File: src/rtl/prog_freq_div.sv
// ============================================================================
// Module  : prog_freq_div
// Purpose : Programmable integer clock-enable divider with tick, square wave
//           and binary tap outputs; divisor changes take effect glitch-free.
// Revision: 1.0 - initial release
// ============================================================================
`default_nettype none

module prog_freq_div #(
  parameter int CNT_W    = 8,
  parameter int DEF_DIV  = 2,
  parameter int NUM_TAPS = 3
) (
  input  logic                CLK,
  input  logic                RST_N,
  input  logic                EN,
  input  logic [CNT_W-1:0]    DIV_VAL,
  input  logic                DIV_LOAD,
  output logic                BUSY,
  output logic                DIV_ERR,
  output logic                TICK,
  output logic                CLK_OUT,
  output logic [NUM_TAPS-1:0] TAP
);

  localparam logic [CNT_W-1:0] DEF_DIV_V = CNT_W'(DEF_DIV);
  localparam logic [CNT_W-1:0] ONE       = CNT_W'(1);

  logic [CNT_W-1:0] cnt;
  logic [CNT_W-1:0] div;
  logic [CNT_W-1:0] pend;

  logic             wrap;
  logic             load_ok;
  logic             boundary;
  logic             apply_new;
  logic             apply_pend;
  logic [CNT_W-1:0] div_nxt;
  logic [CNT_W-1:0] cnt_nxt;

  // A divisor may only change where no period is in flight: at a wrap or while paused.
  always_comb begin
    wrap       = EN && (cnt == div - ONE);
    load_ok    = DIV_LOAD && (DIV_VAL != '0);
    boundary   = wrap || !EN;
    apply_new  = load_ok && boundary;
    apply_pend = BUSY && boundary && !apply_new;

    div_nxt = div;
    if (apply_new) begin
      div_nxt = DIV_VAL;
    end else if (apply_pend) begin
      div_nxt = pend;
    end

    cnt_nxt = cnt;
    if (EN) begin
      cnt_nxt = wrap ? '0 : cnt + ONE;
    end else if (apply_new || apply_pend) begin
      cnt_nxt = '0;
    end
  end

  always_ff @(posedge CLK) begin
    if (!RST_N) begin
      cnt     <= '0;
      div     <= DEF_DIV_V;
      pend    <= '0;
      BUSY    <= 1'b0;
      DIV_ERR <= 1'b0;
      TICK    <= 1'b0;
      CLK_OUT <= 1'b0;
      TAP     <= '0;
    end else begin
      cnt     <= cnt_nxt;
      div     <= div_nxt;
      DIV_ERR <= DIV_LOAD && (DIV_VAL == '0);
      TICK    <= wrap;
      CLK_OUT <= (cnt_nxt < (div_nxt >> 1));
      if (apply_new || apply_pend) begin
        BUSY <= 1'b0;
      end else if (load_ok) begin
        pend <= DIV_VAL;
        BUSY <= 1'b1;
      end
      // Binary increment gives TAP[k] toggling when all lower taps are 1.
      if (wrap) begin
        TAP <= TAP + NUM_TAPS'(1);
      end
    end
  end

endmodule

`default_nettype wire

File: config.mk
export PLATFORM = sky130hd
export DESIGN_NAME = prog_freq_div
export DESIGN_NICKNAME = d
export VERILOG_FILES = /design/src/rtl/prog_freq_div.sv
export SDC_FILE = /design/constraint.sdc
export NUM_CORES = 1
export LEC_CHECK = 0
export CAP_MARGIN = 20
export CORE_MARGIN = 2
export CORE_UTILIZATION = 57
export DETAILED_ROUTE_END_ITERATION = 16
export GPL_TIMING_DRIVEN = 0
export PLACE_DENSITY_LB_ADDON = 0.2
export REMOVE_ABC_BUFFERS = 1
export SLEW_MARGIN = 20
export SYNTH_ARGS = -nofsm -noshare
export SYNTH_HDL_FRONTEND = slang
export SYNTH_SLANG_ARGS = --single-unit
File: constraint.sdc
create_clock -name CLK -period 4.56 [get_ports CLK]
set_input_delay 0.912 -clock CLK [delete_from_list [all_inputs] [get_ports CLK]]
set_output_delay 0.912 -clock CLK [all_outputs]
set_load 0.1 [all_outputs]
Yosys cells after proc, flatten, opt, wreduce, memory -nomap -nowiden
Cells that the tools add are included.
{ "word_totals": {"word_cells": 36, "output_inout_bits": 7, "in_bits": 12, "register_bits": 31} }
{ "classes": {"mux": 5, "bitwise_logic": 2, "n_eq_ne": 1, "n_addsub": 3, "reduce_logical": 15, "magnitude_cmp": 1} }
{ "ops": {"columns": ["op", "count"], "rows": [
  ["8-bit 2-to-1 mux", 5],
  ["8-bit by 1-bit adder with 8-bit output, second input constant", 1],
  ["8-bit equality test", 1],
  ["8-bit logical NOT", 1],
  ["8-bit by 7-bit < comparator with 1-bit output", 1],
  ["8-bit nonzero test", 1],
  ["8-bit by 1-bit subtractor with 8-bit output, second input constant", 1],
  ["1-bit logical AND", 6],
  ["3-bit by 1-bit adder with 3-bit output, second input constant", 1],
  ["1-bit logical NOT", 2],
  ["1-bit logical OR", 2],
  ["1-bit inverter", 2],
  ["2-bit AND reduction", 1],
  ["2-bit nonzero test", 1],
  ["2-bit OR reduction", 1]
]} }

Logic depth before layout (Yosys ltp)
{ "depth": {"word_depth": 11, "mapped_depth": 16, "ltp_nobuf": 14} }

Least setup slack after synthesis
OpenSTA, ideal clock, no wires.
{ "synth_timing": {"path_type": "input -> register", "start": "input DIV_LOAD", "end": "register CLK_OUT", "t_required_ps": 4481, "setup_slack_ps": 1200, "setup_ps": 79, "n_path_buf": 2, "t_arrival_ps": 3280, "path_stages": 10, "path_cell_list": "clkbuf_1 a21boi_1 nor2_1 or2_2 clkbuf_1 a21oi_1 ha_1 a21o_1 a2111o_1 a211oi_2"} }
{ "synth_between": {"elab_chain_cells": 8, "elab_cells_between_ends": 10, "cone_classes": "1 x order compare; 4 x mux; 5 x reduce/logical"} }
{ "synth_lines": {"columns": ["element", "line_no", "text"], "rows": [
  ["start, declared", "18", "input logic DIV_LOAD,"],
  ["1-bit logical AND (*)", "44", "load_ok = DIV_LOAD && (DIV_VAL != '0);"],
  ["1-bit logical AND (*)", "46", "apply_new = load_ok && boundary;"],
  ["1-bit logical NOT", "47", "apply_pend = BUSY && boundary && !apply_new;"],
  ["1-bit logical AND", "47", null],
  ["1-bit logical OR", "59", "end else if (apply_new || apply_pend) begin"],
  ["8-bit 2-to-1 mux", "59", null],
  ["8-bit 2-to-1 mux", "57", "if (EN) begin"],
  ["8-bit by 7-bit < comparator with 1-bit output (*)", "79", "CLK_OUT <= (cnt_nxt < (div_nxt >> 1));"],
  ["end signal, assigned", "79", null],
  ["end, declared", "22", "output logic CLK_OUT,"]
]} }
Mark *: on every way between the ends. The rest lies on a longest branch, timed or not. The select of a mux whose other input is x is not followed.
A chain may end at the register's enable or synchronous reset.

Worst setup path after layout
{ "layout_timing": {"start": "register div[1]", "end": "register CLK_OUT"} }
{ "layout_between": {"elab_chain_cells": 11, "elab_cells_between_ends": 15, "cone_classes": "1 x add/sub; 1 x order compare; 1 x eq/ne; 5 x mux; 7 x reduce/logical"} }
{ "layout_lines": {"columns": ["element", "line_no", "text"], "rows": [
  ["start, declared", "30", "logic [CNT_W-1:0] div;"],
  ["start signal, assigned", "76", "div <= div_nxt;"],
  ["8-bit by 1-bit subtractor with 8-bit output (*)", "43", "wrap = EN && (cnt == div - ONE);"],
  ["8-bit equality test (*)", "43", null],
  ["1-bit logical AND (*)", "43", null],
  ["1-bit logical OR", "45", "boundary = wrap || !EN;"],
  ["1-bit logical AND", "46", null],
  ["1-bit logical NOT", "47", null],
  ["1-bit logical AND", "47", null],
  ["1-bit logical OR", "59", null],
  ["8-bit 2-to-1 mux", "59", null],
  ["8-bit 2-to-1 mux (*)", "57", null],
  ["net cnt_nxt[5]", "39", "logic [CNT_W-1:0] cnt_nxt;"],
  ["8-bit by 7-bit < comparator with 1-bit output (*)", "79", null]
]} }
The timed path passes the listed nets; every way through them passes the cells marked *. The select of a mux whose other input is x is not followed.

==> reports/metrics.yaml <==
die_width_um: 62.6
register_area_sq_um: 621
multi_input_comb_area_sq_mm: 0.00122
route.vias.total: 1730
cts_tree: "yes"
peak_fanout_along_the_critical_path: 31
clock_sinks: 31
synth_seq_area_share_pct: 31.7
grt_overflow: 0
initialDrtViolationCount: 98
power_per_unit_of_standard_cell_area_mw_per_mm2: 286
startpoint_type: "register"
post_cts.resized_instances: 0
setup_repair_after_global_routing_missed_its_margin: "no"
synth_cell_types: 58
die_y_um: 62.6
global_route.usage.total_pct: 23.3
routedWlPerCell_um: 14.9
hold_path_startpoint: "pend[6]"
synthesis.instances: 229
grt_start_max_net_pins: 32
detailed_place.area_sq_mm: 0.00210
final-max-slew-violation-count: 0
floorplan.rows: 21
setup-tns-final_ns: 0
cap_violations: 0
min_period_over_period_pct: 89.9
dp_hpwl_um: 3050
max_freq_ghz: 0.244
finalInstanceArea_sq_mm: 0.00215
synthesis.area_sq_mm: 0.00196
critPathLaunch: "div[1]"
r2r_end: "CLK_OUT"
avgViaCountPerCell: 6.07
tightest_slew_ns: 0.972
netlist.top_cell.by_area: "dfxtp_1"
worst_reg_to_reg_cells: 14
yosys_register_bits: 31
fin_hold_ws_ns: 0.470
drive_above_1_share_pct: 8.37
setup-violations-final: 0
cts_buffers: 5
n_antenna_cell: 0
yosys-top-cells-area: "dfxtp_1, ha_1, nand2_1, mux2i_1, nor2_1"
ys.warnings.count: 0
run_status: "finished clean"
critical_path.endpoint: "CLK_OUT"
critical_path_required_ns: 4.81
fillCellCount: 322
drt_wl_total_um: 4250
final_period_minus_worst_setup_slack_ns: 4.10
yosys_most_used_dff: "dfxtp_1"
synth_enable_flop_cells: 0
initial_utilization_pct: 59.1
syn-mean-instance-area_sq_um: 8.55
cts-root-to-sink-buffers: 2
post_layout_nonfiller_instances: 285
io_buffers: 18
place_inst: 277
drt_pre_antenna_iters: 4
globalplace.congestion: 0.822
proportion_of_netlist_area_held_by_the_largest_area_contributor_pct: 31.7
dieArea_sq_mm: 0.00392
hold_violations: 0
timing.rr.start: "div[1]"
first_global_vias: 1611
num-nets-final: 259
cts_hold_buffers: 0
depth_of_the_worst_hold_timing_path: 2
cts-root-buf: "clkbuf_4"
clkSlewWorstSetupHoldPaths_ns: 0.10
cts_max_level: 2
arrival_ns: 4.35
synthArstFlopShare_pct: 0
global_route_wire_length_before_repair_um: 7450
power.ir.vdd_worst_uv: 320
worst-setup-path-type: "register to register"
area_delta_synth_final_pct: 10.1
cp-end-kind: "register"
remaining_max_slew_budget_at_the_tightest_pin_pct: 35.0
reg2reg_slack_ns: 0.46
core_area_sq_mm: 0.00331
leakagePower_nw: 0.868
skew_pair_late_insertion_delay_ns: 0.33
post_cts_buffers: 0
floorplan.io_pins: 19
drc_errors: 0
hold_path.class: "register to register"
finClkSkew_ns: 0.00907
number_of_antenna_violations_at_the_first_check_in_global_routing: 0
final_antenna_net_count: 0
cells in the final DEF (no fill, tap or decap), types with 6 or more instances in the layout:
cell             instances
a31oi_1                  7
inv_1                    6
nand2_1                 29
o32ai_1                  6
nor2_1                  16
ha_1                     9
and2_1                   6
clkdlybuf4s50_1         18
a22oi_1                  6
mux2i_1                 10
a21oi_1                 11
dfxtp_1                 31
area by class of cell:
type / count / area share [%]
timing repair buffer: 18 / 8.36
sequential: 31 / 28.8
tap: 46 / 2.67
clock buffer: 7 / 2.09
multi-input combinational: 175 / 56.6
inverter: 7 / 1.22
clock inverter: 1 / 0.232
logic make-up (layout without fill, tap and decap cells):
kind of cell / count (synthesis) / in the layout / share of synthesized area (%)
DFF: 31 / 31 / 31.7
xor gates and xnor gates: 9 / 9 / 4.03
and+or+nand+nor: 85 / 85 / 23.0
muxes: 10 / 10 / 5.12
buffers and inverters: 23 / 33 / 5.95
adders and majority gates: 10 / 10 / 6.33
AOI/OAI and AO/OA: 61 / 61 / 23.9
worst max-delay path, cell delays in order, from the launching register on:
cell      delay [ns]
dfxtp_1         0.35
inv_1           0.15
ha_1            0.23
or3b_4          0.40
maj3_2          0.32
a22oi_2         0.21
nor3_4          0.10
a21oi_4         0.64
or2b_1          0.31
a31oi_1         0.22
ha_1            0.28
a21oi_1         0.15
nor2b_1         0.06
a2111o_1        0.40
a211oi_2        0.20
through the flow:
| stage | worst slack (ns) | total power, W | util (%) |
|---|---|---|---|
| after floorplan | 0.955 | 0.000422 | - |
| after CTS | 0.468 | 0.000620 | 65.1 |
| after global placement | 0.501 | 0.000465 | 63.6 |
| final | 0.462 | 0.000617 | 65.1 |
| after global routing | 0.140 | 0.000650 | 65.1 |
| after detailed placement | 0.505 | 0.000468 | 63.6 |
power breakdown:
part	switching [W]	total, W	internal, W	leakage, nW
Clock	0.0000931	0.000153	0.0000600	0.0293
Sequential	0.0000150	0.000300	0.000285	0.253
Combinational	0.000101	0.000164	0.0000629	0.586
Total	0.000209	0.000617	0.000408	0.868
how the worst min path moves through the flow:
stage / to / slack, ns
final: pend[6] / 0.47
after global routing: pend[6] / 0.50
after CTS: pend[5] / 0.47
after global placement: pend[4] / 0.45
after floorplan: pend[2] / 0.44
after detailed placement: pend[5] / 0.46
cell usage after synthesis, types with 2 or more instances:
| library cell | instances |
|---|---|
| a21oi_1 | 11 |
| o32ai_1 | 6 |
| or2b_1 | 2 |
| a311oi_1 | 5 |
| a21oi_2 | 3 |
| nand2b_1 | 2 |
| o21ai_0 | 4 |
| ha_1 | 9 |
| o311a_1 | 2 |
| and3_1 | 3 |
| nor2b_1 | 3 |
| inv_1 | 6 |
| a31oi_1 | 7 |
| o221ai_1 | 2 |
| and2_1 | 6 |
| a21o_1 | 2 |
| xnor2_1 | 4 |
| clkbuf_1 | 9 |
| mux2i_1 | 10 |
| nand3_1 | 3 |
| nand4_1 | 2 |
| buf_6 | 2 |
| xor2_1 | 5 |
| buf_2 | 3 |
| nor3b_1 | 2 |
| a22oi_1 | 6 |
| nor4_1 | 3 |
| dfxtp_1 | 31 |
| nor2_1 | 16 |
| nand3b_1 | 3 |
| nand2_1 | 29 |
| nor3_1 | 2 |
state kept, by name, indices dropped and copies added, names as in the netlist:
name / cells
BUSY: 1
CLK_OUT: 1
DIV_ERR: 1
TAP: 3
TICK: 1
cnt: 8
div: 8
pend: 8
per-layer routing:
layer	share of wire, %	global-route usage [%]
met1	48	33.2
met5	0	0
met2	46	36.3
met4	1.2	6.67
met3	4.7	3.78
Note: power is estimated with default switching activity, not from simulation.
